### src/rtl/mfp_ahb_lite_pkg.sv
// rtl/mfp_ahb_lite_pkg.sv - AHB-Lite constants, default-slave states and default address map
package mfp_ahb_lite_pkg;

    localparam logic [1:0] HTRANS_IDLE   = 2'b00;
    localparam logic [1:0] HTRANS_BUSY   = 2'b01;
    localparam logic [1:0] HTRANS_NONSEQ = 2'b10;
    localparam logic [1:0] HTRANS_SEQ    = 2'b11;

    localparam logic HRESP_OKAY  = 1'b0;
    localparam logic HRESP_ERROR = 1'b1;

    typedef enum logic [1:0] {
        DS_IDLE = 2'b00,
        DS_ERR1 = 2'b01,
        DS_ERR2 = 2'b10
    } ds_state_t;

    // Five-slave map: boot ROM, RAM, reset ROM, GPIO, peripheral block (slot 0 in the low word)
    localparam int DEF_N_SLAVES = 5;
    localparam logic [DEF_N_SLAVES*32-1:0] DEF_ADDR_BASE = {
        32'h10402000, 32'h10401000, 32'h1F800000, 32'h00000000, 32'h1FC00000
    };
    localparam logic [DEF_N_SLAVES*32-1:0] DEF_ADDR_MASK = {
        32'h1FFFF000, 32'h1FFFF000, 32'h1FC00000, 32'h1C000000, 32'h1FC00000
    };

    function automatic logic htrans_active(input logic [1:0] htrans);
        case (htrans)
            HTRANS_NONSEQ, HTRANS_SEQ: return 1'b1;
            HTRANS_IDLE, HTRANS_BUSY:  return 1'b0;
            default:                   return 1'b0;
        endcase
    endfunction

    function automatic logic region_hit(input logic [31:0] addr,
                                        input logic [31:0] base,
                                        input logic [31:0] mask);
        return (addr & mask) == (base & mask);
    endfunction

endpackage

### src/rtl/mfp_ahb_lite_decoder_mux_if.sv
// rtl/mfp_ahb_lite_decoder_mux_if.sv - master-side and slave-side AHB-Lite signals of the fabric
interface mfp_ahb_lite_decoder_mux_if #(
    parameter int N_SLAVES = 5
) ();

    logic [31:0]            HADDR;
    logic [1:0]             HTRANS;
    logic                   HWRITE;
    logic [31:0]            HRDATA;
    logic                   HREADY;
    logic                   HRESP;

    logic [N_SLAVES-1:0]    S_HSEL;
    logic [N_SLAVES-1:0]    S_HREADYOUT;
    logic [N_SLAVES*32-1:0] S_HRDATA;
    logic [N_SLAVES-1:0]    S_HRESP;

    // Core view of the bus
    modport master (
        output HADDR, HTRANS, HWRITE,
        input  HRDATA, HREADY, HRESP
    );

    // Fabric view: target of the core, and driver of the per-slave selects
    modport slave (
        input  HADDR, HTRANS, HWRITE,
        output HRDATA, HREADY, HRESP,
        output S_HSEL,
        input  S_HREADYOUT, S_HRDATA, S_HRESP
    );

endinterface

### src/rtl/mfp_ahb_lite_default_slave.sv
// rtl/mfp_ahb_lite_default_slave.sv - two-cycle ERROR responder for unmapped accesses plus error capture
module mfp_ahb_lite_default_slave
    import mfp_ahb_lite_pkg::*;
#(
    parameter int ERR_CNT_WIDTH = 8
) (
    input  logic                     HCLK,
    input  logic                     HRESETn,
    input  logic                     hready,
    input  logic                     miss,
    input  logic [1:0]               htrans,
    input  logic [31:0]              haddr,
    input  logic                     hwrite,
    input  logic                     err_clr,
    output logic                     ds_hready,
    output logic                     ds_hresp,
    output logic [31:0]              err_addr,
    output logic                     err_write,
    output logic [ERR_CNT_WIDTH-1:0] err_cnt
);

    ds_state_t state;
    ds_state_t state_nxt;
    logic      new_err;
    logic      err_start;

    assign new_err = hready & miss & htrans_active(htrans);

    always_ff @(posedge HCLK or negedge HRESETn) begin
        if (!HRESETn) begin
            state <= DS_IDLE;
        end else begin
            state <= state_nxt;
        end
    end

    // Outputs depend on state only, so the HREADY feedback through the top never loops
    always_comb begin
        ds_hready = 1'b1;
        ds_hresp  = HRESP_OKAY;
        case (state)
            DS_ERR1: begin
                ds_hready = 1'b0;
                ds_hresp  = HRESP_ERROR;
            end
            DS_ERR2: ds_hresp = HRESP_ERROR;
            default: ;
        endcase
    end

    always_comb begin
        state_nxt = state;
        err_start = 1'b0;
        case (state)
            DS_IDLE: begin
                if (new_err) begin
                    err_start = 1'b1;
                    state_nxt = DS_ERR1;
                end
            end
            DS_ERR1: state_nxt = DS_ERR2;
            DS_ERR2: begin
                if (new_err) begin
                    err_start = 1'b1;
                    state_nxt = DS_ERR1;
                end else begin
                    state_nxt = DS_IDLE;
                end
            end
            default: state_nxt = DS_IDLE;
        endcase
    end

    // A fresh error outranks a clear so the capture is never lost
    always_ff @(posedge HCLK or negedge HRESETn) begin
        if (!HRESETn) begin
            err_addr  <= '0;
            err_write <= 1'b0;
            err_cnt   <= '0;
        end else if (err_start) begin
            err_addr  <= haddr;
            err_write <= hwrite;
            if (err_clr) begin
                err_cnt <= ERR_CNT_WIDTH'(1);
            end else if (!(&err_cnt)) begin
                err_cnt <= err_cnt + ERR_CNT_WIDTH'(1);
            end
        end else if (err_clr) begin
            err_addr  <= '0;
            err_write <= 1'b0;
            err_cnt   <= '0;
        end
    end

endmodule

### src/rtl/mfp_ahb_lite_decoder_mux.sv
// rtl/mfp_ahb_lite_decoder_mux.sv - parametrised AHB-Lite decoder, data-phase owner tracking and response mux
module mfp_ahb_lite_decoder_mux
    import mfp_ahb_lite_pkg::*;
#(
    parameter int                    N_SLAVES      = 5,
    parameter logic [N_SLAVES*32-1:0] ADDR_BASE    = {N_SLAVES{32'h0}},
    parameter logic [N_SLAVES*32-1:0] ADDR_MASK    = {N_SLAVES{32'h0}},
    parameter int                    ERR_CNT_WIDTH = 8
) (
    input  logic                     HCLK,
    input  logic                     HRESETn,
    mfp_ahb_lite_decoder_mux_if.slave bus,
    output logic [31:0]              ERR_ADDR,
    output logic                     ERR_WRITE,
    output logic [ERR_CNT_WIDTH-1:0] ERR_CNT,
    input  logic                     ERR_CLR
);

    logic [N_SLAVES-1:0] hit;
    logic [N_SLAVES-1:0] hsel;
    logic                miss;
    logic [N_SLAVES-1:0] sel_r;
    logic                def_r;
    logic [31:0]         hrdata;
    logic                hready;
    logic                hresp;
    logic                ds_hready;
    logic                ds_hresp;

    always_comb begin
        hit = '0;
        for (int i = 0; i < N_SLAVES; i++) begin
            hit[i] = region_hit(bus.HADDR, ADDR_BASE[32*i +: 32], ADDR_MASK[32*i +: 32]);
        end
    end

    // Isolate the lowest set bit: index 0 wins overlapping regions
    assign hsel       = hit & (~hit + N_SLAVES'(1));
    assign miss       = ~|hit;
    assign bus.S_HSEL = hsel;

    always_ff @(posedge HCLK or negedge HRESETn) begin
        if (!HRESETn) begin
            sel_r <= '0;
            def_r <= 1'b0;
        end else if (hready) begin
            sel_r <= hsel;
            def_r <= miss & htrans_active(bus.HTRANS);
        end
    end

    always_comb begin
        hrdata = '0;
        hready = 1'b1;
        hresp  = HRESP_OKAY;
        for (int i = 0; i < N_SLAVES; i++) begin
            if (sel_r[i]) begin
                hrdata = bus.S_HRDATA[32*i +: 32];
                hready = bus.S_HREADYOUT[i];
                hresp  = bus.S_HRESP[i];
            end
        end
        if ((sel_r == '0) && def_r) begin
            hready = ds_hready;
            hresp  = ds_hresp;
        end
    end

    assign bus.HRDATA = hrdata;
    assign bus.HREADY = hready;
    assign bus.HRESP  = hresp;

    mfp_ahb_lite_default_slave #(
        .ERR_CNT_WIDTH (ERR_CNT_WIDTH)
    ) u_default_slave (
        .HCLK      (HCLK),
        .HRESETn   (HRESETn),
        .hready    (hready),
        .miss      (miss),
        .htrans    (bus.HTRANS),
        .haddr     (bus.HADDR),
        .hwrite    (bus.HWRITE),
        .err_clr   (ERR_CLR),
        .ds_hready (ds_hready),
        .ds_hresp  (ds_hresp),
        .err_addr  (ERR_ADDR),
        .err_write (ERR_WRITE),
        .err_cnt   (ERR_CNT)
    );

endmodule

### src/flat_wrapper.sv
// flat-port wrapper written by rule: the top's interface ports become plain ports
module mfp_ahb_lite_decoder_mux_flat import mfp_ahb_lite_pkg::*;
#(
    parameter int                    N_SLAVES      = 5,
    parameter logic [N_SLAVES*32-1:0] ADDR_BASE    = {N_SLAVES{32'h0}},
    parameter logic [N_SLAVES*32-1:0] ADDR_MASK    = {N_SLAVES{32'h0}},
    parameter int                    ERR_CNT_WIDTH = 8
)
  (HCLK, HRESETn, ERR_ADDR, ERR_WRITE, ERR_CNT, ERR_CLR, bus_HADDR, bus_HTRANS, bus_HWRITE, bus_HRDATA, bus_HREADY, bus_HRESP, bus_S_HSEL, bus_S_HREADYOUT, bus_S_HRDATA, bus_S_HRESP);
  mfp_ahb_lite_decoder_mux_if #(.N_SLAVES(N_SLAVES)) bus_i ();
  input  logic HCLK;
  input  logic HRESETn;
  output logic [31:0] ERR_ADDR;
  output logic ERR_WRITE;
  output logic [ERR_CNT_WIDTH-1:0] ERR_CNT;
  input  logic ERR_CLR;
  input wire logic [$bits(bus_i.HADDR)-1:0] bus_HADDR;
  input wire logic [$bits(bus_i.HTRANS)-1:0] bus_HTRANS;
  input wire logic [$bits(bus_i.HWRITE)-1:0] bus_HWRITE;
  output wire logic [$bits(bus_i.HRDATA)-1:0] bus_HRDATA;
  output wire logic [$bits(bus_i.HREADY)-1:0] bus_HREADY;
  output wire logic [$bits(bus_i.HRESP)-1:0] bus_HRESP;
  output wire logic [$bits(bus_i.S_HSEL)-1:0] bus_S_HSEL;
  input wire logic [$bits(bus_i.S_HREADYOUT)-1:0] bus_S_HREADYOUT;
  input wire logic [$bits(bus_i.S_HRDATA)-1:0] bus_S_HRDATA;
  input wire logic [$bits(bus_i.S_HRESP)-1:0] bus_S_HRESP;
  assign bus_i.HADDR = bus_HADDR;
  assign bus_i.HTRANS = bus_HTRANS;
  assign bus_i.HWRITE = bus_HWRITE;
  assign bus_HRDATA = bus_i.HRDATA;
  assign bus_HREADY = bus_i.HREADY;
  assign bus_HRESP = bus_i.HRESP;
  assign bus_S_HSEL = bus_i.S_HSEL;
  assign bus_i.S_HREADYOUT = bus_S_HREADYOUT;
  assign bus_i.S_HRDATA = bus_S_HRDATA;
  assign bus_i.S_HRESP = bus_S_HRESP;
  mfp_ahb_lite_decoder_mux #(.N_SLAVES(N_SLAVES), .ADDR_BASE(ADDR_BASE), .ADDR_MASK(ADDR_MASK), .ERR_CNT_WIDTH(ERR_CNT_WIDTH)) u_core (.HCLK(HCLK), .HRESETn(HRESETn), .bus(bus_i), .ERR_ADDR(ERR_ADDR), .ERR_WRITE(ERR_WRITE), .ERR_CNT(ERR_CNT), .ERR_CLR(ERR_CLR));
endmodule
### config.mk
export PLATFORM = sky130hd
export DESIGN_NAME = mfp_ahb_lite_decoder_mux_flat
export DESIGN_NICKNAME = d
export VERILOG_FILES = /design/src/rtl/mfp_ahb_lite_pkg.sv /design/src/rtl/mfp_ahb_lite_decoder_mux_if.sv /design/src/rtl/mfp_ahb_lite_default_slave.sv /design/src/rtl/mfp_ahb_lite_decoder_mux.sv /design/src/flat_wrapper.sv
export SDC_FILE = /design/constraint.sdc
export NUM_CORES = 1
export LEC_CHECK = 0
export CORE_AREA = 2 2 113 115
export CTS_CLUSTER_DIAMETER = 60
export CTS_CLUSTER_SIZE = 16
export DETAILED_ROUTE_END_ITERATION = 16
export DIE_AREA = 0 0 115 117
export GPL_ROUTABILITY_DRIVEN = 0
export GPL_TIMING_DRIVEN = 0
export REMOVE_ABC_BUFFERS = 1
export SYNTH_ARGS = -nofsm -noshare
export SYNTH_HDL_FRONTEND = slang
export SYNTH_SLANG_ARGS = --single-unit
### constraint.sdc
create_clock -name HCLK -period 1.35 [get_ports HCLK]
set_input_delay 0.2025 -clock HCLK [delete_from_list [all_inputs] [get_ports HCLK]]
set_output_delay 0.2025 -clock HCLK [all_outputs]
set_load 0.01 [all_outputs]
==> impl_metrics.toml <==
[yosys]
syn_inst = 86
syn_area_um2 = 648
ys_ff_latch = 1
synth_top_cell_by_area = "buf_4"
synth_warnings = 0
netlist.area_leader.share_pct = 53.3
synth_area_leaders = "buf_4 53%, and2_2 38%, dfrtp_1 3.9%"
avgSynthCellArea_um2 = 7.54
synth_cell_types = 6
ys_seq_area_share_pct = 3.86

[timing]
grt_setup_unrepaired = "true"
slew_viol_final = 0
fin_crit_ns = 1.33
hold_viol_final = 0
timing.fmax_mhz = 754
final-setup-viol-count = 0
finalCritPeriodShare_pct = 98.3
totalNegativeSetupSlack_ns = 0

[routing]
routed_via_density = 2.13
drc = 0
drt_first_pass_iters = 2
ant_nets = 0
drt_iter0_drc = 3
drt_wl_total_um = 2770
routed-via-count = 653
wl_per_cell_um = 9.01

[final_layout]
largest_register_ffs = 1
fin_nets = 367
nFillCells = 1422
area_growth_pct = 116
reg.largest.list = "u_core.sel_r x1"
regMostFlops = "u_core.sel_r"
n_antenna_cell = 0
drive_gt1_share_pct = 26.1

[job]
maxCapViolCount = 0

[critical_path]
critPathLaunchType = "register"
cp_slowest_cell = "dfrtp_4"
end_kind = "output pin"
required_ns = 1.15
critical_path_class = "reg -> out"
cp_max_fo = 8
critPathArrivalTime_ns = 1.12
cp_cell_sequence = "buf_4 > and2_2 > dlygate4sd2_1"
slowest_delay_ns = 0.51

[die]
dieArea_um2 = 13500
rows = 41
ioPinCount = 288
fp.dieH_um = 117
fp.coreArea_um2 = 12300
die_w_um = 115
initial_core_util_pct = 5.26

[global_routing]
grt-ovfl-total = 0
antenna_found_initial = 0
grt_max_degree = 18
grt_use_total_pct = 3.51
grt_pass1_wl_um = 3520
grt_pass1_vias = 606

[pwr]
power_uw = 386
vdd_ir_drop_max_mv = 0.193
leakage_uw = 0.000630
powerDensity_nw_per_um2 = 275

[cts]
clk_pin_slew_worst_paths_ns = 0
cts_hold_buf = 0

[placed_design]
port_buffers = 69
dp_hpwl_um = 2210

[worst_hold_path]
min_path_type = "in -> async"

[outcome]
outcome = "completed"
==> cells by family after synthesis <==
group	count (synthesis)	share of synthesized area (%)
other	2	1.16
DFF	1	3.86
and+or+nand+nor	34	39.4
buffers and inverters	49	55.6
==> layout by cell type, fill, tap and decap left out <==
master | synthesis | final
buf_6 | 0 | 1
dfrtp_4 | 0 | 1
buf_4 | 46 | 3
conb_1 | 2 | 47
and2_2 | 33 | 33
buf_12 | 0 | 1
clkbuf_16 | 0 | 1
clkdlybuf4s15_1 | 0 | 25
clkdlybuf4s50_1 | 0 | 35
dlygate4sd2_1 | 0 | 8
clkbuf_2 | 3 | 1
or2b_1 | 1 | 1
==> layout make-up <==
cell class / instances / area, µm² / area share (%)
Multi-Input combinational cell: 81 / 432 / 30.8
Timing Repair Buffer: 75 / 754 / 53.8
Tap cell: 150 / 188 / 13.4
Sequential cell: 1 / 28.8 / 2.05
==> metal layers <==
layer	vias up	part of all wire [%]	global-route usage, %
li1	303	-	-
met1	280	43	4.81
met2	70	45	5.80
met3	0	12	1.08
met4	0	0	0
met5	-	0	0
==> per-stage QoR <==
stage	utilization (%)	hold slack (ns)	area (µm²)	setup slack, ns	instances
floorplan	-	-0.0931	457	0.249	82
global placement	10.8	0.354	1340	-0.645	301
detailed placement	10.8	0.354	1340	-0.725	301
CTS	10.9	0.355	1350	0.00263	306
global route	11.4	0.368	1400	-0.00389	307
finish	11.4	0.353	1400	0.0236	307
==> Yosys cell counts <==
library cell	number
buf_4	46
conb_1	2
or2b_1	1
and2_2	33
dfrtp_1	1
clkbuf_2	3
==> repair_timing <==
action                                  CTS  global route
gates resized for setup                  37            28
gates cloned                              0             1
setup buffers                             5             0
endpoints found under the setup margin   34            17
==> worst paths after layout <==
path	slack (ns)	end	depth (start not counted)	from
min in group HCLK	1.09	bus_HRESP	3	u_core.sel_r[0]$_DFFE_PN0P_
worst max-delay path	0.02	bus_HRDATA[8]	3	u_core.sel_r[0]$_DFFE_PN0P_
worst min-delay path	0.35	u_core.sel_r[0]$_DFFE_PN0P_	1	HRESETn
max in group asynchronous	0.89	u_core.sel_r[0]$_DFFE_PN0P_	1	HRESETn
==> worst max-delay path: cells and delay by family (launching register included) <==
family | cells | cell delay [ns]
buf+inv | 2 | 0.45
flops | 1 | 0.51
simple gates | 1 | 0.15
==> power breakdown <==
part | switching [µW] | internal (µW) | total (µW)
sequential | 4.86 | 33.2 | 38.1
clock | 0 | 0 | 0
combinational | 149 | 199 | 348
Note: power is estimated with default switching activity, not from simulation.
